--- src/rtl/bytebasher_pkg.sv ---
// Shared definitions for the ByteBasher hit-sensor receiver and game controller.
package bytebasher_pkg;

   localparam int BOX_W_DEF     = 4;
   localparam int NUM_BOXES_DEF = 9;

   localparam logic [BOX_W_DEF-1:0] NO_HIT = '0;

   typedef enum logic [1:0] {
      ST_IDLE    = 2'd0,
      ST_QUAL    = 2'd1,
      ST_PRESENT = 2'd2,
      ST_REARM   = 2'd3
   } hit_rx_state_t;

endpackage

--- src/rtl/sync_2ff.sv ---
// Parameterised-width two-flop synchroniser with asynchronous active-high reset.
module sync_2ff #(
   parameter int WIDTH = 4
) (
   input  logic             clk,
   input  logic             reset,
   input  logic [WIDTH-1:0] d,
   output logic [WIDTH-1:0] q
);

   logic [WIDTH-1:0] meta_p0;

   always_ff @(posedge clk or posedge reset) begin
      if (reset) begin
         meta_p0 <= '0;
         q       <= '0;
      end else begin
         meta_p0 <= d;
         q       <= meta_p0;
      end
   end

endmodule

--- src/rtl/arduino_hit_rx.sv ---
// Arduino hit-sensor bus receiver: synchronise, debounce, validate, present one hit per press.
// Optional statistics counters are built when HIT_RX_STATS_EN is defined.
module arduino_hit_rx
   import bytebasher_pkg::*;
#(
   parameter int BOX_W         = BOX_W_DEF,
   parameter int NUM_BOXES     = NUM_BOXES_DEF,
   parameter int STABLE_CYCLES = 50000
) (
   input  logic             clk,
   input  logic             reset,
   input  logic [BOX_W-1:0] ard_box_i,
   input  logic             enable,
   output logic             hit_valid,
   output logic [BOX_W-1:0] hit_box,
   input  logic             hit_ack,
`ifdef HIT_RX_STATS_EN
   input  logic             clear_stats,
   output logic [15:0]      hit_count,
   output logic [15:0]      invalid_count,
`endif
   output logic             err_invalid
);

   localparam int CNT_W = $clog2(STABLE_CYCLES + 1);

   localparam logic [CNT_W-1:0] CNT_ONE   = CNT_W'(1);
   localparam logic [CNT_W-1:0] CNT_FULL  = CNT_W'(STABLE_CYCLES);
   localparam logic [CNT_W-1:0] CNT_REARM = CNT_W'(STABLE_CYCLES - 1);
   localparam logic [BOX_W-1:0] BOX_NONE  = BOX_W'(NO_HIT);
   localparam logic [BOX_W-1:0] BOX_MAX   = BOX_W'(NUM_BOXES);

   function automatic logic box_legal(input logic [BOX_W-1:0] box);
      return (box != BOX_NONE) && (box <= BOX_MAX);
   endfunction

   logic [BOX_W-1:0] sync_box;
   logic [BOX_W-1:0] candidate;
   logic [CNT_W-1:0] count;
   hit_rx_state_t    state;

   sync_2ff #(
      .WIDTH (BOX_W)
   ) u_sync (
      .clk   (clk),
      .reset (reset),
      .d     (ard_box_i),
      .q     (sync_box)
   );

   always_ff @(posedge clk or posedge reset) begin
      if (reset) begin
         state       <= ST_IDLE;
         count       <= '0;
         candidate   <= '0;
         hit_valid   <= 1'b0;
         hit_box     <= '0;
         err_invalid <= 1'b0;
      end else begin
         err_invalid <= 1'b0;
         // Dropping enable abandons any partial or pending hit, including one acked this cycle.
         if (!enable && (state != ST_REARM)) begin
            state     <= ST_REARM;
            count     <= '0;
            hit_valid <= 1'b0;
         end else begin
            case (state)
               ST_IDLE: begin
                  if (sync_box != BOX_NONE) begin
                     candidate <= sync_box;
                     count     <= CNT_ONE;
                     state     <= ST_QUAL;
                  end
               end
               ST_QUAL: begin
                  if (sync_box == BOX_NONE) begin
                     state <= ST_IDLE;
                  end else if (sync_box != candidate) begin
                     candidate <= sync_box;
                     count     <= CNT_ONE;
                  end else if (count == CNT_FULL) begin
                     count <= '0;
                     if (box_legal(candidate)) begin
                        hit_box   <= candidate;
                        hit_valid <= 1'b1;
                        state     <= ST_PRESENT;
                     end else begin
                        err_invalid <= 1'b1;
                        state       <= ST_REARM;
                     end
                  end else begin
                     count <= count + CNT_ONE;
                  end
               end
               ST_PRESENT: begin
                  if (hit_ack) begin
                     hit_valid <= 1'b0;
                     count     <= '0;
                     state     <= ST_REARM;
                  end
               end
               ST_REARM: begin
                  // The bus must read idle for a full debounce window before the next press counts.
                  if (sync_box != BOX_NONE) begin
                     count <= '0;
                  end else if (count == CNT_REARM) begin
                     count <= '0;
                     state <= ST_IDLE;
                  end else begin
                     count <= count + CNT_ONE;
                  end
               end
               default: begin
                  state <= ST_IDLE;
                  count <= '0;
               end
            endcase
         end
      end
   end

`ifdef HIT_RX_STATS_EN
   logic hit_valid_q;

   always_ff @(posedge clk or posedge reset) begin
      if (reset) begin
         hit_valid_q   <= 1'b0;
         hit_count     <= '0;
         invalid_count <= '0;
      end else begin
         hit_valid_q <= hit_valid;
         if (clear_stats) begin
            hit_count     <= '0;
            invalid_count <= '0;
         end else begin
            if (hit_valid && !hit_valid_q && (hit_count != 16'hFFFF))
               hit_count <= hit_count + 16'd1;
            if (err_invalid && (invalid_count != 16'hFFFF))
               invalid_count <= invalid_count + 16'd1;
         end
      end
   end
`endif

endmodule

--- config.mk ---
export PLATFORM = sky130hd
export DESIGN_NAME = arduino_hit_rx
export DESIGN_NICKNAME = d
export VERILOG_FILES = /design/src/rtl/bytebasher_pkg.sv /design/src/rtl/sync_2ff.sv /design/src/rtl/arduino_hit_rx.sv
export SDC_FILE = /design/constraint.sdc
export NUM_CORES = 1
export LEC_CHECK = 0
export BUFFER_PORTS_ARGS = -buffer_cell sky130_fd_sc_hd__buf_4
export CAP_MARGIN = 20
export CORE_ASPECT_RATIO = 1.1
export CORE_UTILIZATION = 51
export CTS_CLUSTER_DIAMETER = 200
export DETAILED_ROUTE_END_ITERATION = 8
export GPL_TIMING_DRIVEN = 0
export HOLD_SLACK_MARGIN = 0.08
export PLACE_DENSITY = 0.69
export RECOVER_POWER = 25
export SLEW_MARGIN = 20
export SYNTH_ARGS = -nofsm -noshare
export SYNTH_HDL_FRONTEND = slang
export SYNTH_SLANG_ARGS = --single-unit
--- constraint.sdc ---
create_clock -name clk -period 2.8 [get_ports clk]
set_input_delay 0.14 -clock clk [delete_from_list [all_inputs] [get_ports clk]]
set_output_delay 0.14 -clock clk [all_outputs]
set_load 0.02 [all_outputs]
==> results of run 1 <==
[metal layers]
layer	track usage	share of wire	up-vias
met4	0.0872	0.022	0
met2	0.335	0.46	46
met5	0	0	-
li1	-	-	737
met1	0.320	0.46	730
met3	0.0610	0.054	12
[power by group through the flow]
| stage | registers [mW] | clock network (mW) | logic, mW |
|---|---|---|---|
| floorplan | 0.540 | 0 | 0.0191 |
| global placement | 0.541 | 0 | 0.0329 |
| detailed placement | 0.541 | 0 | 0.0339 |
| CTS | 0.531 | 0.291 | 0.0393 |
| global route | 0.532 | 0.312 | 0.0422 |
| finish | 0.531 | 0.287 | 0.0378 |
[layout by cell type, fill, tap and decap left out, drive strengths merged, types with 5 or more instances in the layout]
cell type     n
nor4          6
dlygate4sd3   5
nor2          7
a211oi        6
a21oi        12
clkbuf       17
nand2        25
inv           6
o2111ai       5
mux2          6
dfrtp        36
buf           7
o21ai         9
[what timing repair did]
| action | 4_1_cts | 5_1_grt |
|---|---|---|
| hold endpoints to repair | 40 | 0 |
| setup buffers | 0 | 0 |
| hold buffers | 5 | 0 |
[synth_stat cells (all sizes together) (3+ instances only)]
library cell  number  area (um2)
mux2               6        67.6
a21oi             12        60.1
dfrtp             36         901
a211oi             6        45.0
xor2               4        35.0
nand2             25        93.8
o211ai             4        35.0
nand3              4        20.0
o21ai              9        48.8
clkbuf             3        11.3
o2111ai            5        43.8
nand4              3        18.8
inv                6        22.5
xnor2              4        35.0
nor2               7        28.8
nor4               6        80.1
a22o               4        35.0
buf                3        23.8
[worst max-delay path: stages (launching register included)]
cell and delay [ns]:
dfrtp_1 0.45, inv_1 0.12, ha_1 0.16, or4bb_1 0.47, nor4_4 0.24, and4_1 0.23, buf_4 0.14, mux2_2 0.34
[flip-flops by register name (all words and copies together) (netlist names)]
| name | count |
|---|---|
| candidate | 4 |
| hit_valid | 1 |
| hit_box | 4 |
| u_sync.q | 4 |
| state | 2 |
| count | 16 |
| u_sync.meta_p0 | 4 |
| err_invalid | 1 |
[through the flow]
| stage | utilization | power (mW) | std cells |
|---|---|---|---|
| finish | 0.621 | 0.856 | 254 |
| floorplan | - | 0.559 | 180 |
| detailed placement | 0.593 | 0.575 | 241 |
| global placement | 0.593 | 0.574 | 241 |
| global route | 0.621 | 0.886 | 254 |
| CTS | 0.625 | 0.862 | 254 |
[worst min-delay path by stage]
stage / from / end / slack (ns) / depth (start not counted)
2_1_floorplan: ard_box_i[0] / u_sync.meta_p0[0] / 0.17 / 0
3_3_place_gp: ard_box_i[2] / u_sync.meta_p0[2] / 0.25 / 1
3_5_place_dp: ard_box_i[2] / u_sync.meta_p0[2] / 0.25 / 1
4_1_cts: hit_ack / state[0] / 0.18 / 5
5_1_grt: enable / err_invalid / 0.20 / 3
6_report: hit_ack / state[0] / 0.19 / 5
[layout make-up]
cell class,count,area (um2),area share
timing repair buffer,18,133,0.0621
sequential,36,901,0.422
multi-input combinational,132,925,0.433
buffer,6,35.0,0.0164
clock inverter,3,23.8,0.0111
tap,48,60.1,0.0281
clock buffer,5,37.5,0.0176
inverter,6,22.5,0.0105
[cells by family (layout without fill, tap and decap cells)]
kind of cell | Yosys count | in the layout | share of synthesized area
AOI/OAI and AO/OA | 52 | 52 | 0.192
xor gates and xnor gates | 8 | 8 | 0.0372
adders and majority gates | 2 | 2 | 0.0133
buffers and inverters | 12 | 38 | 0.0306
DFF | 36 | 36 | 0.478
muxes | 7 | 7 | 0.0412
and+or+nand+nor | 63 | 63 | 0.207
==> results.py, run 1 <==
metrics = {
    "run_status": {
        "outcome": "finished clean",
    },
    "timing": {
        "post-route-period-util": 0.805,
        "report.final.slew_viol_count": 0,
        "finalSetupTns_ns": 0,
        "hold_violations": 0,
        "hold_ws_ns": 0.190,
        "setup-violations-final": 0,
        "timing.fmax_mhz": 443,
        "final.setup_skew_ns": 0.0143,
        "fin_crit_ns": 2.26,
        "rsz0062_at_grt": "false",
        "worstMarginPinSlew_ns": 1.29,
        "finalWorstSetupSlack_ns": 0.545,
        "slew-limit-headroom": 0.140,
    },
    "cts": {
        "cts_buffers": 5,
        "ctsResizeCount": 0,
        "cts_tree": "yes",
        "htree_num_levels": 2,
        "cts_sinks": 36,
        "clk_path_buf_depth": 2,
        "cts_root_buf": "clkbuf_4",
        "clk_latency_ns": 0.35,
        "cts.clk_slew.worst_paths_ns": 0.13,
    },
    "routing": {
        "dr_total_vias": 1525,
        "wl_per_cell_um": 15.3,
        "first_pass_iters": 4,
        "via_per_inst": 6.00,
        "initialDrtViolationCount": 81,
        "drc": 0,
        "ant_nets": 0,
        "wirelength_mm": 3.89,
    },
    "worst_setup_path": {
        "r2r_cells": 7,
        "endpoint": "hit_box[3]",
        "crit_path_end_kind": "register",
        "crit_arrival_ns": 2.49,
        "r2r_start": "count[0]",
        "crit_required_ns": 3.04,
        "crit_fanout": 5,
        "r2r_slack_ns": 0.54,
        "crit_start": "count[0]",
        "worstSetupPathType": "reg -> reg",
        "cp-start-kind": "register",
        "r2r_end": "hit_box[3]",
    },
    "die": {
        "core_area_mm2": 0.00344,
        "dieArea_mm2": 0.00394,
        "boundaryPins": 14,
        "fp.dieH_um": 65.7,
        "start_util": 0.547,
        "row_count": 22,
        "fp.dieW_um": 59.9,
    },
    "place": {
        "gp_congestion": 0.848,
        "hpwlAfterDp_mm": 2.80,
        "dp_slack_ns": 0.575,
        "place_area_mm2": 0.00204,
        "io_buffers": 13,
    },
    "run": {
        "cap_violations": 0,
    },
    "pwr": {
        "powerDensity_mw_per_mm2": 401,
        "p_int_uw": 641,
        "ir_worst_vdd_mv": 0.307,
        "seq_power_share": 0.620,
        "p_switching_uw": 216,
        "p_clk_frac": 0.335,
        "power_leakage_nw": 0.862,
        "p_sw_frac": 0.252,
        "comb_power_share": 0.044,
    },
    "finish": {
        "antenna_cells": 0,
        "nFillCells": 298,
        "drive_above_1_share": 0.180,
        "postLayoutCellArea_mm2": 0.00214,
        "synthToLayoutAreaGrowth_pct": 13.5,
        "nets": 215,
    },
    "synth": {
        "netlist_instances": 180,
        "seq_area_frac_synth": 0.478,
        "ys_ff_latch": 36,
        "synth_ff_type": "dfrtp_1",
        "syn_area_mm2": 0.00188,
        "async_flop_share": 1.00,
        "synth-edff-count": 0,
        "synth_cell_types": 53,
        "syn_avg_cell_area_um2": 10.5,
        "yosys_warnings": 0,
        "syn-num-nets": 190,
    },
    "worst_hold_path": {
        "hold_class": "in -> reg",
    },
    "grt": {
        "grt_usage": 0.229,
        "grt_pass1_wl_mm": 6.69,
        "grt_overflow": 0,
        "grt_max_degree": 37,
        "grt_antenna_before_repair": 0,
        "grt_pass1_vias": 1435,
    },
}
(Power assumes the default switching activity.)
==> run 2: changes to the inputs <==
Settings changed: ABC_AREA set to 1, PLACE_DENSITY 0.69 to 0.72.
Clock period 2.8 ns to 2 ns, I/O delays scaled along.
==> results.py, run 2 <==
metrics = {
    "worst_hold_path": {
        "whs_path_depth": 5,
        "hold_start": "enable",
        "hold_class": "in -> reg",
        "min_to": "candidate[3]",
    },
    "pwr": {
        "p_clk_frac": 0.445,
        "ir_worst_vdd_mv": 0.529,
        "finalPower_mw": 1.44,
        "powerDensity_mw_per_mm2": 599,
        "p_int_mw": 1.13,
        "p_sw_frac": 0.215,
        "p_switching_uw": 309,
        "power_leakage_nw": 1.19,
        "seq_power_share": 0.515,
        "comb_power_share": 0.040,
    },
    "die": {
        "dieArea_mm2": 0.00429,
        "fp.dieH_um": 68.6,
        "fp.dieW_um": 62.6,
        "row_count": 23,
        "start_util": 0.550,
        "core_area_mm2": 0.00374,
        "boundaryPins": 14,
    },
    "finish": {
        "antenna_cells": 0,
        "synthToLayoutAreaGrowth_pct": 17.0,
        "drive_above_1_share": 0.158,
        "postLayoutCellArea_mm2": 0.00241,
        "nFillCells": 337,
        "nets": 319,
        "ff_latch_area_um2": 901,
        "mostFrequentLayoutCell": "nand2_1",
        "fin_cells": 360,
        "final_cell_mix": "85 x nand2_1, 36 x inv_1, 36 x dfrtp_1, 32 x nand3_1, 31 x nor2_1",
        "largest-register": "count",
        "multi_input_area_um2": 983,
        "largest_reg_flops": 16,
    },
    "synth": {
        "syn-num-nets": 293,
        "synthTopCellsByArea": "dfrtp_1 44%, nand2_1 16%, nand3_1 7.8%, inv_1 6.6%, nor2_1 5.7%",
        "netlist_instances": 283,
        "seq_area_frac_synth": 0.438,
        "synth_most_common_cell": "nand2_1",
        "yosys.area_share.xor_xnor": 0.0426,
        "synth_top_area_frac": 0.438,
        "async_flop_share": 1.00,
        "yosys_warnings": 0,
        "synth_top_family_by_area": "simple AND/OR/NAND/NOR gates",
        "synth-simple-area-share": 0.386,
        "muxShareOfSynthArea": 0,
        "syn_avg_cell_area_um2": 7.27,
        "synth-edff-count": 0,
        "synth.top_cells.by_count": "85 x nand2_1, 36 x dfrtp_1, 36 x inv_1",
        "ys_ff_latch": 36,
        "synth.largest_area_cell": "dfrtp_1",
        "synth_ff_type": "dfrtp_1",
        "synth_compound_area_frac": 0.0377,
        "synth_cell_types": 25,
        "synthAdderAreaFrac": 0.0122,
        "syn_area_mm2": 0.00206,
    },
    "worst_setup_path": {
        "r2r_slack_ns": 0.28,
        "crit_arrival_ns": 1.90,
        "r2r_end": "count[9]",
        "r2r_cells": 10,
        "crit_required_ns": 2.18,
        "crit_path_end_kind": "register",
        "r2r_start": "count[5]",
        "crit_fanout": 10,
        "cp-start-kind": "register",
        "worstSetupPathType": "reg -> reg",
    },
    "grt": {
        "grt_pass1_wl_mm": 7.33,
        "grt_antenna_before_repair": 0,
        "grt_max_degree": 22,
        "grt_usage": 0.222,
        "grt_pass1_vias": 1732,
        "grt_overflow": 0,
    },
    "cts": {
        "cts_root_buf": "clkbuf_8",
        "cts_buffers": 5,
        "cts.clk_slew.worst_paths_ns": 0.07,
        "htree_num_levels": 2,
        "clk_latency_ns": 0.29,
        "post_cts_buffers": 0,
        "cts_tree": "yes",
        "cts_sinks": 36,
        "clk_path_buf_depth": 2,
    },
    "run_status": {
        "outcome": "finished clean",
    },
    "place": {
        "gp_congestion": 0.899,
        "place_area_mm2": 0.00224,
        "hpwlAfterDp_mm": 2.93,
        "dp_slack_ns": 0.309,
        "io_buffers": 13,
        "dp_cells": 347,
    },
    "timing": {
        "finalSetupTns_ns": 0,
        "final.setup_skew_ns": 0.00145,
        "post-route-period-util": 0.858,
        "slew-limit-headroom": 0.519,
        "setup-violations-final": 0,
        "report.final.slew_viol_count": 0,
        "fin_crit_ns": 1.72,
        "rsz0062_at_grt": "false",
        "hold_violations": 0,
        "finalWorstSetupSlack_ns": 0.284,
        "timing.fmax_mhz": 583,
        "worstMarginPinSlew_ns": 0.720,
    },
    "routing": {
        "ant_nets": 0,
        "initialDrtViolationCount": 80,
        "wirelength_mm": 4.05,
        "drc": 0,
        "wl_per_cell_um": 11.2,
        "dr_total_vias": 1767,
        "via_per_inst": 4.91,
        "first_pass_iters": 4,
    },
    "run": {
        "cap_violations": 0,
    },
}
run 2: through the flow:
step                hold WS [ns]  utilization
floorplan                  0.131            -
global placement           0.210        0.593
detailed placement         0.115        0.600
CTS                        0.247        0.643
global route               0.301        0.643
finish                     0.261        0.643
run 2: how the worst max path moves through the flow:
stage | from | endpoint | slack (ns) | cells past startpoint
after floorplan | count[5] | count[4] | 0.55 | 10
after global placement | count[0] | count[2] | 0.29 | 9
after global routing | count[5] | count[6] | 0.14 | 10
after CTS | count[0] | count[8] | 0.26 | 9
final | count[5] | count[9] | 0.28 | 10
after detailed placement | count[5] | count[11] | 0.31 | 10
run 2: kinds of logic after synthesis:
| group | count (synthesis) |
|---|---|
| and+or+nand+nor | 178 |
| buffers and inverters | 44 |
| DFF | 36 |
| AOI/OAI and AO/OA | 13 |
| xor gates and xnor gates | 10 |
| adders and majority gates | 2 |
run 2: timing repair:
action | in CTS | in global routing
hold buffers | 5 | 0
endpoints found under the hold margin | 19 | 0
gates resized for setup | 0 | 0
run 2: final cells by class:
class / count / area share
Sequential cell: 36 / 0.374
Clock inverter: 3 / 0.0177
Timing Repair Buffer: 19 / 0.0728
Buffer: 3 / 0.00780
Inverter: 41 / 0.0640
Multi-Input combinational cell: 203 / 0.409
Tap cell: 50 / 0.0260
Clock buffer: 5 / 0.0286
run 2: power by group through the flow:
| stage | Sequential (mW) | Combinational (mW) | Clock [mW] |
|---|---|---|---|
| final | 0.742 | 0.0576 | 0.641 |
| after global routing | 0.743 | 0.0655 | 0.688 |
| after CTS | 0.741 | 0.0599 | 0.665 |
| after detailed placement | 0.756 | 0.0517 | 0 |
| after global placement | 0.756 | 0.0446 | 0 |
| after floorplan | 0.755 | 0.0266 | 0 |
run 2: layer usage:
layer / vias to the layer above / wire length, um / global-route usage / share of wire
li1: 930 / - / - / -
met4: 0 / 57 / 0.108 / 0.014
met3: 7 / 132 / 0.0493 / 0.033
met2: 31 / 2010 / 0.416 / 0.50
met1: 799 / 1850 / 0.241 / 0.46
met5: - / 0 / 0 / 0
run 2: worst max-delay path, stage by stage, from the launching register on:
cell	delay (ns)
dfrtp_1	0.36
clkbuf_1	0.18
nor2_1	0.12
nand2_1	0.07
nor2_1	0.18
nand2_1	0.08
nand3_1	0.10
nand2_2	0.09
a21oi_2	0.14
buf_4	0.23
nor2_2	0.04
